--- src/rtl/cache_sram_pkg.sv ---
// Shared constants and types for the cache data SRAM read-side blocks.
// Geometry: 512 sets x 4 banks x 32-bit words.
package cache_sram_pkg;

    localparam int ADDR_W = 9;
    localparam int DATA_W = 32;
    localparam int NBANK  = 4;
    localparam int BEAT_W = 2;

    typedef enum logic [1:0] {
        IDLE,
        RD,
        CAP,
        SEND
    } state_t;

    typedef logic [DATA_W-1:0] word_t;
    typedef word_t [NBANK-1:0] line_t;

endpackage

--- src/rtl/sram_line_evict_reader_if.sv ---
// Bundle of request, array read, write-snoop and beat-stream signals.
// master = the evict reader, slave = array + requester + downstream.
interface sram_line_evict_reader_if;
    import cache_sram_pkg::*;

    logic              req_valid;
    logic              req_ready;
    logic [ADDR_W-1:0] req_set;

    logic [ADDR_W-1:0] arr_r_addr;
    word_t             arr_r_data_0;
    word_t             arr_r_data_1;
    word_t             arr_r_data_2;
    word_t             arr_r_data_3;

    logic              snp_w_en;
    logic [ADDR_W-1:0] snp_w_addr;
    word_t             snp_w_data_0;
    word_t             snp_w_data_1;
    word_t             snp_w_data_2;
    word_t             snp_w_data_3;
    logic [NBANK-1:0]  snp_w_maskOH;

    logic              out_valid;
    logic              out_ready;
    word_t             out_data;
    logic [BEAT_W-1:0] out_beat;
    logic              out_last;
    logic              busy;

    modport master (
        input  req_valid, req_set,
        input  arr_r_data_0, arr_r_data_1,
        input  arr_r_data_2, arr_r_data_3,
        input  snp_w_en, snp_w_addr, snp_w_maskOH,
        input  snp_w_data_0, snp_w_data_1,
        input  snp_w_data_2, snp_w_data_3,
        input  out_ready,
        output req_ready, arr_r_addr,
        output out_valid, out_data, out_beat,
        output out_last, busy
    );

    modport slave (
        output req_valid, req_set,
        output arr_r_data_0, arr_r_data_1,
        output arr_r_data_2, arr_r_data_3,
        output snp_w_en, snp_w_addr, snp_w_maskOH,
        output snp_w_data_0, snp_w_data_1,
        output snp_w_data_2, snp_w_data_3,
        output out_ready,
        input  req_ready, arr_r_addr,
        input  out_valid, out_data, out_beat,
        input  out_last, busy
    );

endinterface

--- src/rtl/line_buf_merge.sv ---
// Line buffer with RD-cycle forwarding and CAP/SEND write-snoop merging.
// Words already accepted downstream are never touched.
module line_buf_merge
    import cache_sram_pkg::*;
(
    input  logic              clock,
    input  logic              reset,
    input  logic              start,
    input  logic              fire,
    input  state_t            state,
    input  logic [BEAT_W-1:0] cnt,
    input  logic [ADDR_W-1:0] set_q,
    input  line_t             arr_data,
    input  logic              snp_en,
    input  logic [ADDR_W-1:0] snp_addr,
    input  line_t             snp_data,
    input  logic [NBANK-1:0]  snp_mask,
    output line_t             line
);

    line_t            line_q;
    line_t            fwd_d;
    logic [NBANK-1:0] fwd_v;
    logic [NBANK-1:0] cov;

    assign cov  = (snp_en && snp_addr == set_q) ? snp_mask : '0;
    assign line = line_q;

    always_ff @(posedge clock or negedge reset) begin
        if (!reset) begin
            line_q <= '0;
            fwd_d  <= '0;
            fwd_v  <= '0;
        end else begin
            if (start) fwd_v <= '0;
            for (int i = 0; i < NBANK; i++) begin
                unique case (state)
                    RD: begin
                        // array read-during-write order is undefined
                        if (cov[i]) begin
                            fwd_v[i] <= 1'b1;
                            fwd_d[i] <= snp_data[i];
                        end
                    end
                    CAP: begin
                        if (cov[i])
                            line_q[i] <= snp_data[i];
                        else if (fwd_v[i])
                            line_q[i] <= fwd_d[i];
                        else
                            line_q[i] <= arr_data[i];
                    end
                    SEND: begin
                        if (cov[i] && (i > int'(cnt) ||
                            (i == int'(cnt) && !fire)))
                            line_q[i] <= snp_data[i];
                    end
                    default: ;
                endcase
            end
        end
    end

endmodule

--- src/rtl/sram_line_evict_reader.sv ---
// Evict-read master: one array read per set, then four valid/ready beats.
// FSM and beat counter live here; buffering/merging is in line_buf_merge.
module sram_line_evict_reader
    import cache_sram_pkg::*;
(
    input  logic                       clock,
    input  logic                       reset,
    sram_line_evict_reader_if.master   bus
);

    state_t            state;
    state_t            state_n;
    logic [ADDR_W-1:0] set_q;
    logic [BEAT_W-1:0] cnt;
    line_t             arr_data;
    line_t             snp_data;
    line_t             line;
    logic              start;
    logic              fire;
    logic              last;

    assign arr_data = {bus.arr_r_data_3, bus.arr_r_data_2,
                       bus.arr_r_data_1, bus.arr_r_data_0};
    assign snp_data = {bus.snp_w_data_3, bus.snp_w_data_2,
                       bus.snp_w_data_1, bus.snp_w_data_0};

    assign start = bus.req_valid && state == IDLE;
    assign fire  = state == SEND && bus.out_ready;
    assign last  = cnt == BEAT_W'(NBANK - 1);

    always_ff @(posedge clock or negedge reset) begin
        if (!reset) begin
            state <= IDLE;
            set_q <= '0;
            cnt   <= '0;
        end else begin
            state <= state_n;
            if (start) begin
                set_q <= bus.req_set;
                cnt   <= '0;
            end else if (fire) begin
                cnt <= cnt + 1'b1;
            end
        end
    end

    always_comb begin
        state_n       = state;
        bus.req_ready = state == IDLE;
        bus.busy      = state != IDLE;
        bus.out_valid = state == SEND;
        bus.out_data  = '0;
        bus.out_beat  = cnt;
        bus.out_last  = 1'b0;
        bus.arr_r_addr = set_q;
        unique case (state)
            IDLE: if (start) state_n = RD;
            RD:   state_n = CAP;
            CAP:  state_n = SEND;
            SEND: begin
                bus.out_data = line[cnt];
                bus.out_last = last;
                if (fire && last) state_n = IDLE;
            end
            default: state_n = IDLE;
        endcase
    end

    line_buf_merge u_buf (
        .clock    (clock),
        .reset    (reset),
        .start    (start),
        .fire     (fire),
        .state    (state),
        .cnt      (cnt),
        .set_q    (set_q),
        .arr_data (arr_data),
        .snp_en   (bus.snp_w_en),
        .snp_addr (bus.snp_w_addr),
        .snp_data (snp_data),
        .snp_mask (bus.snp_w_maskOH),
        .line     (line)
    );

endmodule

--- src/flat_wrapper.sv ---
// flat-port wrapper written by rule: the top's interface ports become plain ports
module sram_line_evict_reader_flat import cache_sram_pkg::*;
  (clock, reset, bus_req_valid, bus_req_set, bus_arr_r_data_0, bus_arr_r_data_1, bus_arr_r_data_2, bus_arr_r_data_3, bus_snp_w_en, bus_snp_w_addr, bus_snp_w_maskOH, bus_snp_w_data_0, bus_snp_w_data_1, bus_snp_w_data_2, bus_snp_w_data_3, bus_out_ready, bus_req_ready, bus_arr_r_addr, bus_out_valid, bus_out_data, bus_out_beat, bus_out_last, bus_busy);
  sram_line_evict_reader_if bus_i ();
  input  logic clock;
  input  logic reset;
  input wire logic [$bits(bus_i.req_valid)-1:0] bus_req_valid;
  input wire logic [$bits(bus_i.req_set)-1:0] bus_req_set;
  input wire logic [$bits(bus_i.arr_r_data_0)-1:0] bus_arr_r_data_0;
  input wire logic [$bits(bus_i.arr_r_data_1)-1:0] bus_arr_r_data_1;
  input wire logic [$bits(bus_i.arr_r_data_2)-1:0] bus_arr_r_data_2;
  input wire logic [$bits(bus_i.arr_r_data_3)-1:0] bus_arr_r_data_3;
  input wire logic [$bits(bus_i.snp_w_en)-1:0] bus_snp_w_en;
  input wire logic [$bits(bus_i.snp_w_addr)-1:0] bus_snp_w_addr;
  input wire logic [$bits(bus_i.snp_w_maskOH)-1:0] bus_snp_w_maskOH;
  input wire logic [$bits(bus_i.snp_w_data_0)-1:0] bus_snp_w_data_0;
  input wire logic [$bits(bus_i.snp_w_data_1)-1:0] bus_snp_w_data_1;
  input wire logic [$bits(bus_i.snp_w_data_2)-1:0] bus_snp_w_data_2;
  input wire logic [$bits(bus_i.snp_w_data_3)-1:0] bus_snp_w_data_3;
  input wire logic [$bits(bus_i.out_ready)-1:0] bus_out_ready;
  output wire logic [$bits(bus_i.req_ready)-1:0] bus_req_ready;
  output wire logic [$bits(bus_i.arr_r_addr)-1:0] bus_arr_r_addr;
  output wire logic [$bits(bus_i.out_valid)-1:0] bus_out_valid;
  output wire logic [$bits(bus_i.out_data)-1:0] bus_out_data;
  output wire logic [$bits(bus_i.out_beat)-1:0] bus_out_beat;
  output wire logic [$bits(bus_i.out_last)-1:0] bus_out_last;
  output wire logic [$bits(bus_i.busy)-1:0] bus_busy;
  assign bus_i.req_valid = bus_req_valid;
  assign bus_i.req_set = bus_req_set;
  assign bus_i.arr_r_data_0 = bus_arr_r_data_0;
  assign bus_i.arr_r_data_1 = bus_arr_r_data_1;
  assign bus_i.arr_r_data_2 = bus_arr_r_data_2;
  assign bus_i.arr_r_data_3 = bus_arr_r_data_3;
  assign bus_i.snp_w_en = bus_snp_w_en;
  assign bus_i.snp_w_addr = bus_snp_w_addr;
  assign bus_i.snp_w_maskOH = bus_snp_w_maskOH;
  assign bus_i.snp_w_data_0 = bus_snp_w_data_0;
  assign bus_i.snp_w_data_1 = bus_snp_w_data_1;
  assign bus_i.snp_w_data_2 = bus_snp_w_data_2;
  assign bus_i.snp_w_data_3 = bus_snp_w_data_3;
  assign bus_i.out_ready = bus_out_ready;
  assign bus_req_ready = bus_i.req_ready;
  assign bus_arr_r_addr = bus_i.arr_r_addr;
  assign bus_out_valid = bus_i.out_valid;
  assign bus_out_data = bus_i.out_data;
  assign bus_out_beat = bus_i.out_beat;
  assign bus_out_last = bus_i.out_last;
  assign bus_busy = bus_i.busy;
  sram_line_evict_reader u_core (.clock(clock), .reset(reset), .bus(bus_i));
endmodule
--- config.mk ---
export PLATFORM = sky130hd
export DESIGN_NAME = sram_line_evict_reader_flat
export DESIGN_NICKNAME = d
export VERILOG_FILES = /design/src/rtl/cache_sram_pkg.sv /design/src/rtl/sram_line_evict_reader_if.sv /design/src/rtl/line_buf_merge.sv /design/src/rtl/sram_line_evict_reader.sv /design/src/flat_wrapper.sv
export SDC_FILE = /design/constraint.sdc
export NUM_CORES = 1
export LEC_CHECK = 0
export BUFFER_PORTS_ARGS = -buffer_cell sky130_fd_sc_hd__buf_4
export CORE_AREA = 2 2 161 195
export DETAILED_ROUTE_END_ITERATION = 8
export DIE_AREA = 0 0 163 197
export PLACE_DENSITY = 0.78
export RECOVER_POWER = 50
export SLEW_MARGIN = 20
export SYNTH_ARGS = -nofsm -noshare
export SYNTH_HDL_FRONTEND = slang
export SYNTH_SLANG_ARGS = --single-unit
export TNS_END_PERCENT = 10
--- constraint.sdc ---
create_clock -name clock -period 2.6 [get_ports clock]
set_input_delay 0 -clock clock [delete_from_list [all_inputs] [get_ports clock]]
set_output_delay 0 -clock clock [all_outputs]
set_load 0.02 [all_outputs]
==> results.md, run 1 <==
* First-pass GRT wire length at 81.7 mm
* CP max stage delay at 0.44 ns
* Port Buffers at 329
* Total clock buffers created by CTS at 29
* Die height at 197 µm
* Ys Warns at 0
* RSZ-0062 raised after global routing: no
* Share of cells above drive strength 1 at 0.439
* Num rows at 70
* Synth top area cells: dfrtp_1 48%, mux2_4 12%, o221a_2 10%
* Post-synth EDFFs at 0
* Final net count at 1905
* Clk pin slew, worst setup/hold paths at 0.07 ns
* Main synth FF type: dfrtp_1
* # DRC at 0
* Final std cells w/o fill at 2035
* Vias in the first global route at 13.6k
* Critical Path AT at 2.88 ns
* Die X at 163 µm
* Total number of vias at 12.4k
* Setup CP Type: flop to flop
* Crit path cell chain: xnor2_1 -> and4_1 -> nand2_8 -> or2_2 -> buf_4 -> mux2_4
* Register area at 0.00684 mm²
* Area Overhead vs Synth at 45.7%
* Sink Count at 273
* Post-route cell area at 0.0208 mm²
* Minimum clock period at 2.45 ns
* Slew Limit Fails at 0
* 1st-pass router iterations at 5
* Hpwl dp at 31.5 mm
* Sequential-to-total area share from yosys stat at 0.478
* Area taken by multi-input logic gates at 0.00686 mm²
* Mapped Area at 0.0143 mm²
* Routed Antenna Nets at 0
* CTS max path bufs at 3
* Max-cap violations at 0
* Outcome: complete, no violations
* Top-area cell type share of the netlist area at 0.478
* Clock root cell: clkbuf_16
* Critical Path Fanout Max at 33
* Worst path slowest cell: and4_1
* Drt wl/cell at 26.7 µm
* Fill count at 1948
* Largest net degree at the start of global routing at 102
* Worst Path Required at 3.03 ns
* FMAX at 408 MHz
* Clk_lat worst skew at 0.55 ns
* Final estimated routing congestion in global placement at 0.903
* Ports at 330
* Fin crit share at 0.942
* Drt total wl at 54.3 mm
* Total die area at 0.0321 mm²
* FF+latch count, synth at 273
* Synthesized area per cell at 13.7 µm²
* Post-DP Area at 0.0172 mm²
* Worst VDD drop at 0.538 mV
* Final Hold Viols at 0
* Slew Limit Headroom at 0.00288
* CP Capture Type: flop
* CTS tree: done
* Endpoints failing setup at 0
* Htree depth at 1
* Syn Inst Count at 1040
* Routed vias/inst at 6.10
* Tot GR Track Use at 0.337
* Clock skew at 0.0146 ns
* Total core area at 0.0302 mm²
* Placed insts at 1709
* CP Launch Type: flop
* Unique masters post-synth at 32
* Initial antenna violation count at 3
* GRT overflow at 0
* Cell taking the most area after synthesis: dfrtp_1
* Ys async rst share at 1.00
* Initial Util at 0.473
* Static Leakage at 9.25 nW
* Post-CTS Setup Repair Bufs at 0
* Actual slew at the worst max-slew pin at 1.50 ns
* Hold Path Class: input pin to flop
* Mapped Nets at 1332
* PwrDens at 862 mW/mm²
* Setup TNS at 0 ns
* DRT iter0 DRCs at 977
## timing repair
action,4_1_cts,5_1_grt
hold buffers,269,0
resized for setup,0,0
hold endpoints to repair,362,0
## path summary, 6_finish.rpt
| path | startpoint | end | slack [ns] | depth (start not counted) |
|---|---|---|---|---|
| min reg2reg | u_core.u_buf.fwd_d[90]$_DFFE_PN0P_ | u_core.u_buf.fwd_d[90]$_DFFE_PN0P_ | 0.51 | 1 |
| min in group asynchronous | reset | u_core.u_buf.fwd_d[58]$_DFFE_PN0P_ | 0.38 | 2 |
| max reg2reg | u_core.bus.arr_r_addr[2]$_DFFE_PN0P_ | u_core.u_buf.fwd_d[18]$_DFFE_PN0P_ | 0.15 | 6 |
| min | bus_snp_w_maskOH[2] | u_core.u_buf.line[85]$_DFFE_PN0P_ | 0.06 | 4 |
| max in group asynchronous | reset | u_core.u_buf.fwd_d[19]$_DFFE_PN0P_ | 0.75 | 3 |
| max | u_core.bus.arr_r_addr[2]$_DFFE_PN0P_ | u_core.u_buf.fwd_d[18]$_DFFE_PN0P_ | 0.15 | 6 |
## registers in the layout, summed over array words and instances (netlist names)
name	count
u_core.bus.arr_r_addr	9
u_core.u_buf.fwd_d	128
u_core.bus.out_beat	2
u_core.state	2
u_core.u_buf.fwd_v	4
u_core.u_buf.line	128
## critical path, delay by kind of cell (launching register included)
kind | cells | cell delay [ns]
buffers and inverters | 1 | 0.33
multiplexers | 1 | 0.39
flip-flops | 1 | 0.42
AND/OR/NAND/NOR | 3 | 0.85
XOR/XNOR | 1 | 0.29
## power breakdown
group / switching [mW] / internal (mW) / leakage [nW] / total (mW)
registers: 1.04 / 5.41 / 3.38 / 6.45
clock network: 1.82 / 2.79 / 0.503 / 4.61
logic: 3.24 / 3.65 / 5.37 / 6.90
total: 6.10 / 11.9 / 9.25 / 18.0
## synthesized netlist by cell type (2+ instances only)
cell type	count
dfrtp_1	273
nand3_1	134
mux2i_1	131
o221a_2	128
mux2_4	116
clkbuf_1	53
and2_1	34
mux4_2	32
buf_2	23
mux2_2	21
nand2_1	17
buf_12	12
xnor2_1	10
ha_1	9
nand4_1	8
inv_1	6
buf_6	5
buf_1	4
or2_1	4
a21oi_1	3
o21ai_0	3
a31o_2	2
o211ai_1	2
o21ai_1	2
## layout by cell type, fill, tap and decap left out, drive strengths merged
cell,Yosys,routed
o211ai,2,2
dlygate4sd3,0,269
or2,4,4
o221a,128,128
diode,0,3
clkbuf,53,59
a21oi,3,3
mux2,137,137
o21ai,5,5
buf,44,352
nand3,134,134
nand2b,1,1
and2,34,34
a21boi,1,1
mux2i,131,131
nor2,1,1
xnor2,10,10
nand4,8,8
nor2b,1,1
nor3,1,1
bufinv,0,6
ha,9,9
clkinv,0,3
and4,2,2
mux4,32,32
inv,6,7
a31o,2,2
dfrtp,273,273
nand2,18,18
clkinvlp,0,3
## layout make-up
cell class | count | share of cell area
Inverter | 6 | 0.00108
Clock buffer | 41 | 0.0394
Tap cell | 396 | 0.0238
Sequential cell | 273 | 0.328
Clock inverter | 13 | 0.0109
Multi-Input combinational cell | 664 | 0.329
Timing Repair Buffer | 639 | 0.267
Antenna cell | 3 | 0.000360
## per-layer routing
metal	global-route usage	part of all wire	vias to the layer above
li1	-	-	5149
met1	0.406	0.37	6216
met2	0.564	0.49	813
met3	0.0604	0.077	231
met4	0.205	0.066	0
met5	0	0	-
## per-stage QoR
stage                     hold WS, ns  setup slack (ns)  power, mW  utilization
after floorplan                -0.296             0.151       10.2            -
after global placement          0.120             0.373       12.6        0.569
after detailed placement        0.130             0.341       12.8        0.569
after CTS                      0.0431             0.249       17.7        0.693
after global routing           0.0656            0.0800       18.6        0.690
final                          0.0576             0.150       18.0        0.690
## kinds of logic after synthesis
logic type / count (synthesis) / synth area share
mux: 300 / 0.280
xor+xnor: 10 / 0.00612
simple gates: 204 / 0.0761
buf+inv: 103 / 0.0453
compound gates: 141 / 0.106
fa+ha+maj: 9 / 0.00787
flops: 273 / 0.478
(Power assumes the default switching activity.)
==> inputs of run 2 (changes only) <==
--- a/config.mk
+++ b/config.mk
@@ -9,6 +9,7 @@
 export CORE_AREA = 2 2 161 195
 export DETAILED_ROUTE_END_ITERATION = 8
 export DIE_AREA = 0 0 163 197
+export HOLD_SLACK_MARGIN = 0.12
 export PLACE_DENSITY = 0.78
 export RECOVER_POWER = 50
 export SLEW_MARGIN = 20
==> constraint.sdc (replaced) <==
create_clock -name clock -period 2.6 [get_ports clock]
set_input_delay 0.52 -clock clock [delete_from_list [all_inputs] [get_ports clock]]
set_output_delay 0.52 -clock clock [all_outputs]
set_load 0.02 [all_outputs]
==> results.md, run 2 (synthesis gave the netlist of run 1 again) <==
* GRT overflow at 0 (unchanged)
* WHS Path Cells at 2 (-2)
* Actual slew at the worst max-slew pin at 1.27 ns (-0.221 ns)
* Total core area at 0.0302 mm² (unchanged)
* # DRC at 0 (unchanged)
* Reg-to-Reg End: u_core.u_buf.fwd_d[5]$_DFFE_PN0P_
* Top delay family on crit path: multiplexers
* CP Launch Type: flop
* DRT iter0 DRCs at 901 (-7.8%)
* Hold Path Class: input pin to flop
* Final Core Density at 0.604 (-0.0855)
* CP Capture Type: output pin
* Slew Limit Headroom at 0.150 (+0.148)
* Num rows at 70 (unchanged)
* Fin crit share at 0.994 (+0.0513)
* Worst path slowest cell: mux4_2
* Slew Limit Fails at 0 (unchanged)
* CP max stage delay at 0.52 ns (+0.08 ns)
* Final Hold Viols at 0 (unchanged)
* Final net count at 1633 (-14%)
* Total die area at 0.0321 mm² (unchanged)
* Hold_sp: bus_req_valid
* Area Overhead vs Synth at 27.7%
* Largest net degree at the start of global routing at 71 (-30%)
* Crit path cell chain: buf_12 -> mux4_2 -> and2_4 -> buf_6
* Total clock buffers created by CTS at 29 (unchanged)
* Endpoints failing setup at 0 (unchanged)
* Critical Path AT at 2.06 ns (-0.82 ns)
* Total number of vias at 10.8k (-13%)
* Worst Path Required at 2.08 ns (-0.95 ns)
* Hpwl dp at 31.1 mm (-1.2%)
* Drt wl/cell at 25.9 µm (-3.0%)
* Routed vias/inst at 6.12 (+0.39%)
* Tot GR Track Use at 0.283 (-0.0543)
* Worst VDD drop at 0.594 mV (+10%)
* Setup CP Type: flop to output pin
* Outcome: complete, no violations
* Placed insts at 1703 (-0.35%)
* Port Buffers at 329 (unchanged)
* Vias in the first global route at 11.8k (-14%)
* Fill count at 2340 (+20%)
* CTS max path bufs at 3 (unchanged)
* CTS tree: done
* Reg-to-Reg Start: u_core.bus.arr_r_addr[0]$_DFFE_PN0P_
* Drt total wl at 45.5 mm (-16%)
* Max-cap violations at 0 (unchanged)
* PwrDens at 939 mW/mm² (+9.0%)
* First-pass GRT wire length at 69.2 mm (-15%)
* Minimum clock period at 2.58 ns (+0.133 ns)
* Buf/Inv on CP at 2 (+1)
* Commonest non-fill, non-tap cell in the layout: buf_4
* Ports at 330 (unchanged)
* Static Leakage at 8.18 nW (-12%)
* Initial antenna violation count at 2 (-1)
* Clock root cell: clkbuf_16
* Total power at 17.2 mW (-4.5%)
* Clk pin slew, worst setup/hold paths at 0.06 ns (about the same)
* R2R depth at 6 (unchanged)
* RSZ-0062 raised after global routing: yes
* Critical Path Fanout Max at 14 (-58%)
* Clk_lat worst skew at 0.54 ns (about the same)
* FMAX at 387 MHz (-5.2%)
* Hold slack at 0.182 ns (+0.125 ns)
* 1st-pass router iterations at 5 (unchanged)
* Hold Path End: u_core.bus.out_beat[0]$_DFFE_PN0P_
* Sink Count at 273 (unchanged)
* Routed Antenna Nets at 0 (unchanged)
* Final estimated routing congestion in global placement at 0.880 (-2.5%)
* Final std cells w/o fill at 1759 (-14%)
* Die height at 197 µm (unchanged)
* Clock skew at 0.0216 ns (+0.00699 ns)
* Share of cells above drive strength 1 at 0.550 (+0.111)
* Initial Util at 0.473 (unchanged)
* Most frequent cells in the layout: 306 x buf_4, 267 x dfrtp_1, 132 x nand3_1
* Htree depth at 1 (unchanged)
* Die X at 163 µm (unchanged)
* Flop2flop setup slack at 0.41 ns (+0.26 ns)
run 2: changes by cell type in the layout (fill, tap and decap cells not counted), sizes merged:
| cell | delta |
|---|---|
| clkinv | +2 |
| buf | +4 |
| clkbuf | -6 |
| bufinv | -5 |
| inv | -1 |
| diode | -1 |
| clkinvlp | -1 |
| dlygate4sd3 | -268 |
run 2: layer usage:
metal / GRT usage / up-vias / share of wire
li1: - / 4610 / -
met1: 0.368 / 5476 / 0.40
met2: 0.465 / 571 / 0.48
met3: 0.0490 / 111 / 0.074
met4: 0.127 / 0 / 0.044
met5: 0 / - / 0
run 2: final cells by class:
class                      instances  area, µm²  share of cell area
antenna                            2       5.00            0.000274
clock buffer                      43        838              0.0459
timing repair buffer             367       3040               0.167
inverter                           6       22.5             0.00123
sequential                       273       6840               0.375
clock inverter                     8       73.8             0.00404
multi-input combinational        664       6940               0.380
tap                              396        495              0.0271
run 2: worst max path at each step:
stage | start | to | slack [ns] | cells past startpoint
6_report | u_core.bus.out_beat[0]$_DFFE_PN0P_ | bus_out_data[20] | 0.02 | 4
5_1_grt | u_core.bus.out_beat[0]$_DFFE_PN0P_ | bus_out_data[12] | -0.05 | 4
4_1_cts | u_core.bus.out_beat[0]$_DFFE_PN0P_ | bus_out_data[31] | -0.03 | 5
3_5_place_dp | bus_snp_w_addr[6] | u_core.u_buf.line[102]$_DFFE_PN0P_ | 0.23 | 7
3_3_place_gp | bus_snp_w_addr[6] | u_core.u_buf.line[99]$_DFFE_PN0P_ | 0.24 | 7
2_1_floorplan | u_core.bus.out_beat[0]$_DFFE_PN0P_ | u_core.u_buf.line[66]$_DFFE_PN0P_ | 0.15 | 10
run 2: report_power, final:
part	switching [mW]	internal, mW	total (mW)
clock	1.70	2.32	4.02
combinational	3.04	3.71	6.75
sequential	0.976	5.41	6.39
total	5.72	11.4	17.2
run 2: repair_timing:
action,CTS,global route
resized for setup,37,27
setup buffers,2,0
hold buffers,1,0
gates cloned,1,0
endpoints found under the hold margin,45,0
setup endpoints to repair,30,32
run 2: stage by stage:
step	area [µm²]	setup TNS, ns	worst slack (ns)
CTS	18300	-0.208	-0.0313
detailed placement	17200	0	0.231
finish	18300	0	0.0167
global route	18300	-0.776	-0.0515
floorplan	14300	0	0.151
global placement	17200	0	0.242
==> inputs of run 3 (changes only) <==
--- a/config.mk
+++ b/config.mk
@@ -5,10 +5,11 @@
 export SDC_FILE = /design/constraint.sdc
 export NUM_CORES = 1
 export LEC_CHECK = 0
+export ABC_AREA = 1
 export BUFFER_PORTS_ARGS = -buffer_cell sky130_fd_sc_hd__buf_4
-export CORE_AREA = 2 2 161 195
+export CORE_AREA = 2 2 164 198
 export DETAILED_ROUTE_END_ITERATION = 8
-export DIE_AREA = 0 0 163 197
+export DIE_AREA = 0 0 166 200
 export HOLD_SLACK_MARGIN = 0.12
 export PLACE_DENSITY = 0.78
 export RECOVER_POWER = 50
==> results.md, run 3 <==
* # DRC at 0 (unchanged)
* Syn Inst Count at 1943 (+87%)
* Post-CTS Setup Repair Bufs at 0 (-2)
* Fin crit share at 1.00 (+0.00915)
* Internal power at 11.2 mW (-1.6%)
* Met1 Wirelength at 18.2 mm (+0.51%)
* Slew Limit Fails at 70 (+70)
* Mapped Nets at 2235 (+68%)
* Setup TNS at -0.00711 ns (-0.00711 ns)
* Flop pwr share at 0.320 (-0.052)
* Flop2flop setup slack at 0.35 ns (-0.06 ns)
* Worst Path Required at 2.08 ns (about the same)
* 1st-pass router iterations at 6 (+1)
* RSZ-0062 raised after global routing: yes
* Sequential-to-total area share from yosys stat at 0.461 (-0.0168)
* Max-cap violations at 1 (+1)
* Static Leakage at 9.63 nW (+18%)
* Clock root cell: clkbuf_16
* Minimum clock period at 2.61 ns (+0.0238 ns)
* Vias in the first global route at 14.3k (+22%)
* Reg-to-Reg Start: u_core.bus.out_beat[0]$_DFFE_PN0P_
* DR top layer: met4
* Commonest cells post-synth: 599 x nand2_1, 273 x dfrtp_1, 264 x nand3_1
* Sw power at 8.40 mW (+47%)
* Met3 WL at 3.85 mm (+15%)
* Ports at 330 (unchanged)
* Area Overhead vs Synth at 26.5%
* Clock Power Share at 0.225 (-0.009)
* Initial Util at 0.475 (+0.00209)
* Share of cells above drive strength 1 at 0.209 (-0.341)
* PwrDens at 1050 mW/mm² (+12%)
* Hold Path Class: input pin to flop
* Total core area at 0.0312 mm² (+3.2%)
* GRT overflow at 0 (unchanged)
* Actual slew at the worst max-slew pin at 1.71 ns (+0.436 ns)
* Routed vias/inst at 5.47 (-11%)
* Worst VDD drop at 0.713 mV (+20%)
* Slew Limit Headroom at -0.140 (-0.290)
* Initial antenna violation count at 0 (-2)
* Antenna diodes at 0 (-2)
* DR WL met2 at 24.4 mm (+11%)
* Total die area at 0.0332 mm² (+3.4%)
* Num rows at 71 (+1.4%)
* Largest net degree at the start of global routing at 70 (-1.4%)
* DRT iter0 DRCs at 1380 (+53%)
* Hold_sp: bus_req_set[3]
* Ys async rst share at 1.00 (unchanged)
* Ys Warns at 0 (unchanged)
* Hpwl dp at 35.1 mm (+13%)
* Endpoints failing setup at 1 (+1)
* Combinational fraction of design power at 0.455 (+0.062)
* Final estimated routing congestion in global placement at 0.880 (about the same)
* R2R depth at 9 (+3)
* PnR worst setup slack at -0.00711 ns (-0.0238 ns)
* Die X at 166 µm (+1.8%)
* Clk_lat worst skew at 0.55 ns (about the same)
* Total clock buffers created by CTS at 28 (-3.4%)
* Critical Path AT at 2.09 ns (+0.03 ns)
* Outcome: complete, but fails checks
* Main synth FF type: dfrtp_1
* Total number of vias at 14.4k (+34%)
* Most frequent cells in the layout: 599 x nand2_1, 343 x buf_4, 270 x dfrtp_1
* Sink Count at 273 (unchanged)
* Pre-CTS WS at 0.278 ns (+0.0466 ns)
* FF+latch count, synth at 273 (unchanged)
* CTS max path bufs at 3 (unchanged)
* Commonest non-fill, non-tap cell in the layout: nand2_1
* Port Buffers at 329 (unchanged)
* FMAX at 384 MHz (-0.91%)
* Routed Antenna Nets at 0 (unchanged)
* Hold Path End: u_core.bus.arr_r_addr[3]$_DFFE_PN0P_
* Final net count at 2506 (+53%)
* Total power at 19.6 mW (+15%)
* Most common cell in the netlist: nand2_1
* Critical Path Fanout Max at 55 (+41)
* Top-area cell type share of the netlist area at 0.461 (-0.0168)
* Reg-to-Reg End: u_core.u_buf.line[121]$_DFFE_PN0P_
* WHS Path Cells at 3 (+1)
* Post-DP Area at 0.0178 mm² (+3.3%)
* CP Launch Type: flop
* Final Core Density at 0.601 (-0.00300)
* Unique masters post-synth at 27 (-16%)
* Post-synth EDFFs at 0 (unchanged)
* CP Capture Type: output pin
* Synth top area cells: dfrtp_1 46%, nand2_1 15%, nand3_1 8.9%
* First-pass GRT wire length at 75.3 mm (+8.8%)
* Clk pin slew, worst setup/hold paths at 0.07 ns (about the same)
* Mapped Area at 0.0148 mm² (+3.6%)
* Final Hold Viols at 0 (unchanged)
* Drt total wl at 48.9 mm (+7.5%)
* Post-route cell area at 0.0187 mm² (+2.7%)
* Setup CP Type: flop to output pin
* Tot GR Track Use at 0.287 (+0.00352)
* Clock skew at 0.0112 ns (-0.0103 ns)
* Htree depth at 1 (unchanged)
* Die height at 200 µm (+1.5%)
* Sw frac at 0.428 (+0.0940)
* CTS tree: done
* Failing checks: max-capacitance violations, max-slew violations, negative setup slack
* Cell taking the most area after synthesis: dfrtp_1
* Synthesized area per cell at 7.63 µm² (-45%)
* Drt wl/cell at 18.6 µm (-28%)
==> run 3: cell count changes after synthesis, moves of 12 or more <==
cell     previous run  this run
a21oi_1             3        36
and2_1             34         0
buf_12             12         0
buf_2              23        50
inv_1               6       143
mux2_4            116         0
mux2i_1           131        96
mux4_2             32         0
nand2_1            17       599
nand3_1           134       264
nor2_1              1       135
o21ai_0             3        69
o21ai_1             2       128
o221a_2           128         0
==> run 3: final cells by class <==
class | count | area, µm²
clock buffers | 39 | 813
clock inverters | 13 | 196
fillers | 2799 | 12400
inverters | 147 | 559
multi-input cells | 1387 | 6850
flip-flops and latches | 273 | 6840
well taps | 401 | 502
repair buffers | 377 | 2990
==> run 3: how the worst max path moves through the flow <==
stage / start / end / cells past startpoint
2_1_floorplan: u_core.state[0]$_DFFE_PN0P_ / bus_out_data[10] / 6
3_3_place_gp: bus_snp_w_addr[6] / u_core.u_buf.fwd_d[107]$_DFFE_PN0P_ / 9
3_5_place_dp: bus_snp_w_addr[6] / u_core.u_buf.fwd_d[114]$_DFFE_PN0P_ / 9
4_1_cts: u_core.bus.out_beat[1]$_DFFE_PN0P_ / bus_out_data[28] / 6
5_1_grt: u_core.bus.out_beat[0]$_DFFE_PN0P_ / bus_out_data[30] / 6
6_report: u_core.bus.out_beat[0]$_DFFE_PN0P_ / bus_out_data[16] / 5
==> run 3: cell families (layout without fill, tap and decap cells) <==
family / after synthesis / count (layout) / synth area share
AND/OR/NAND/NOR: 1009 / 1009 / 0.281
buffers and inverters: 283 / 576 / 0.0787
flip-flops: 273 / 273 / 0.461
AO/OA/AOI/OAI: 237 / 237 / 0.0807
multiplexers: 128 / 128 / 0.0891
adder cells (fa/ha/maj): 9 / 9 / 0.00760
XOR/XNOR: 4 / 4 / 0.00236
==> run 3: power groups by stage <==
stage	Sequential, mW	Clock [mW]	Combinational [mW]
3_5_place_dp	6.31	0	8.75
2_1_floorplan	6.10	0	5.44
6_report	6.28	4.43	8.93
5_1_grt	6.38	4.66	9.88
4_1_cts	6.26	4.48	8.93
3_3_place_gp	6.27	0	8.60
==> run 3: metal layers <==
metal  up-vias  global-route usage
li1       6798                   -
met4         0               0.142
met2       600               0.503
met3       134              0.0655
met1      6898               0.332
met5         -                   0
==> run 3: metrics by stage <==
| step | hold slack, ns | instances |
|---|---|---|
| 2_1_floorplan | 0.224 | 1943 |
| 3_3_place_gp | 0.458 | 2583 |
| 3_5_place_dp | 0.461 | 2583 |
| 4_1_cts | 0.148 | 2637 |
| 5_1_grt | 0.183 | 2637 |
| 6_report | 0.161 | 2637 |
==> run 3: critical path, stage by stage, from the launching register on <==
cell     delay (ns)
dfrtp_2        0.43
inv_1          0.10
buf_12         0.19
o21ai_0        0.48
a21oi_1        0.14
buf_4          0.18
==> run 3: timing repair <==
action,in CTS,in global routing
pin swaps,1,2
hold buffers,1,0
gates resized for setup,5,9
gates cloned,1,0
endpoints found under the hold margin,62,0
setup endpoints to repair,23,27
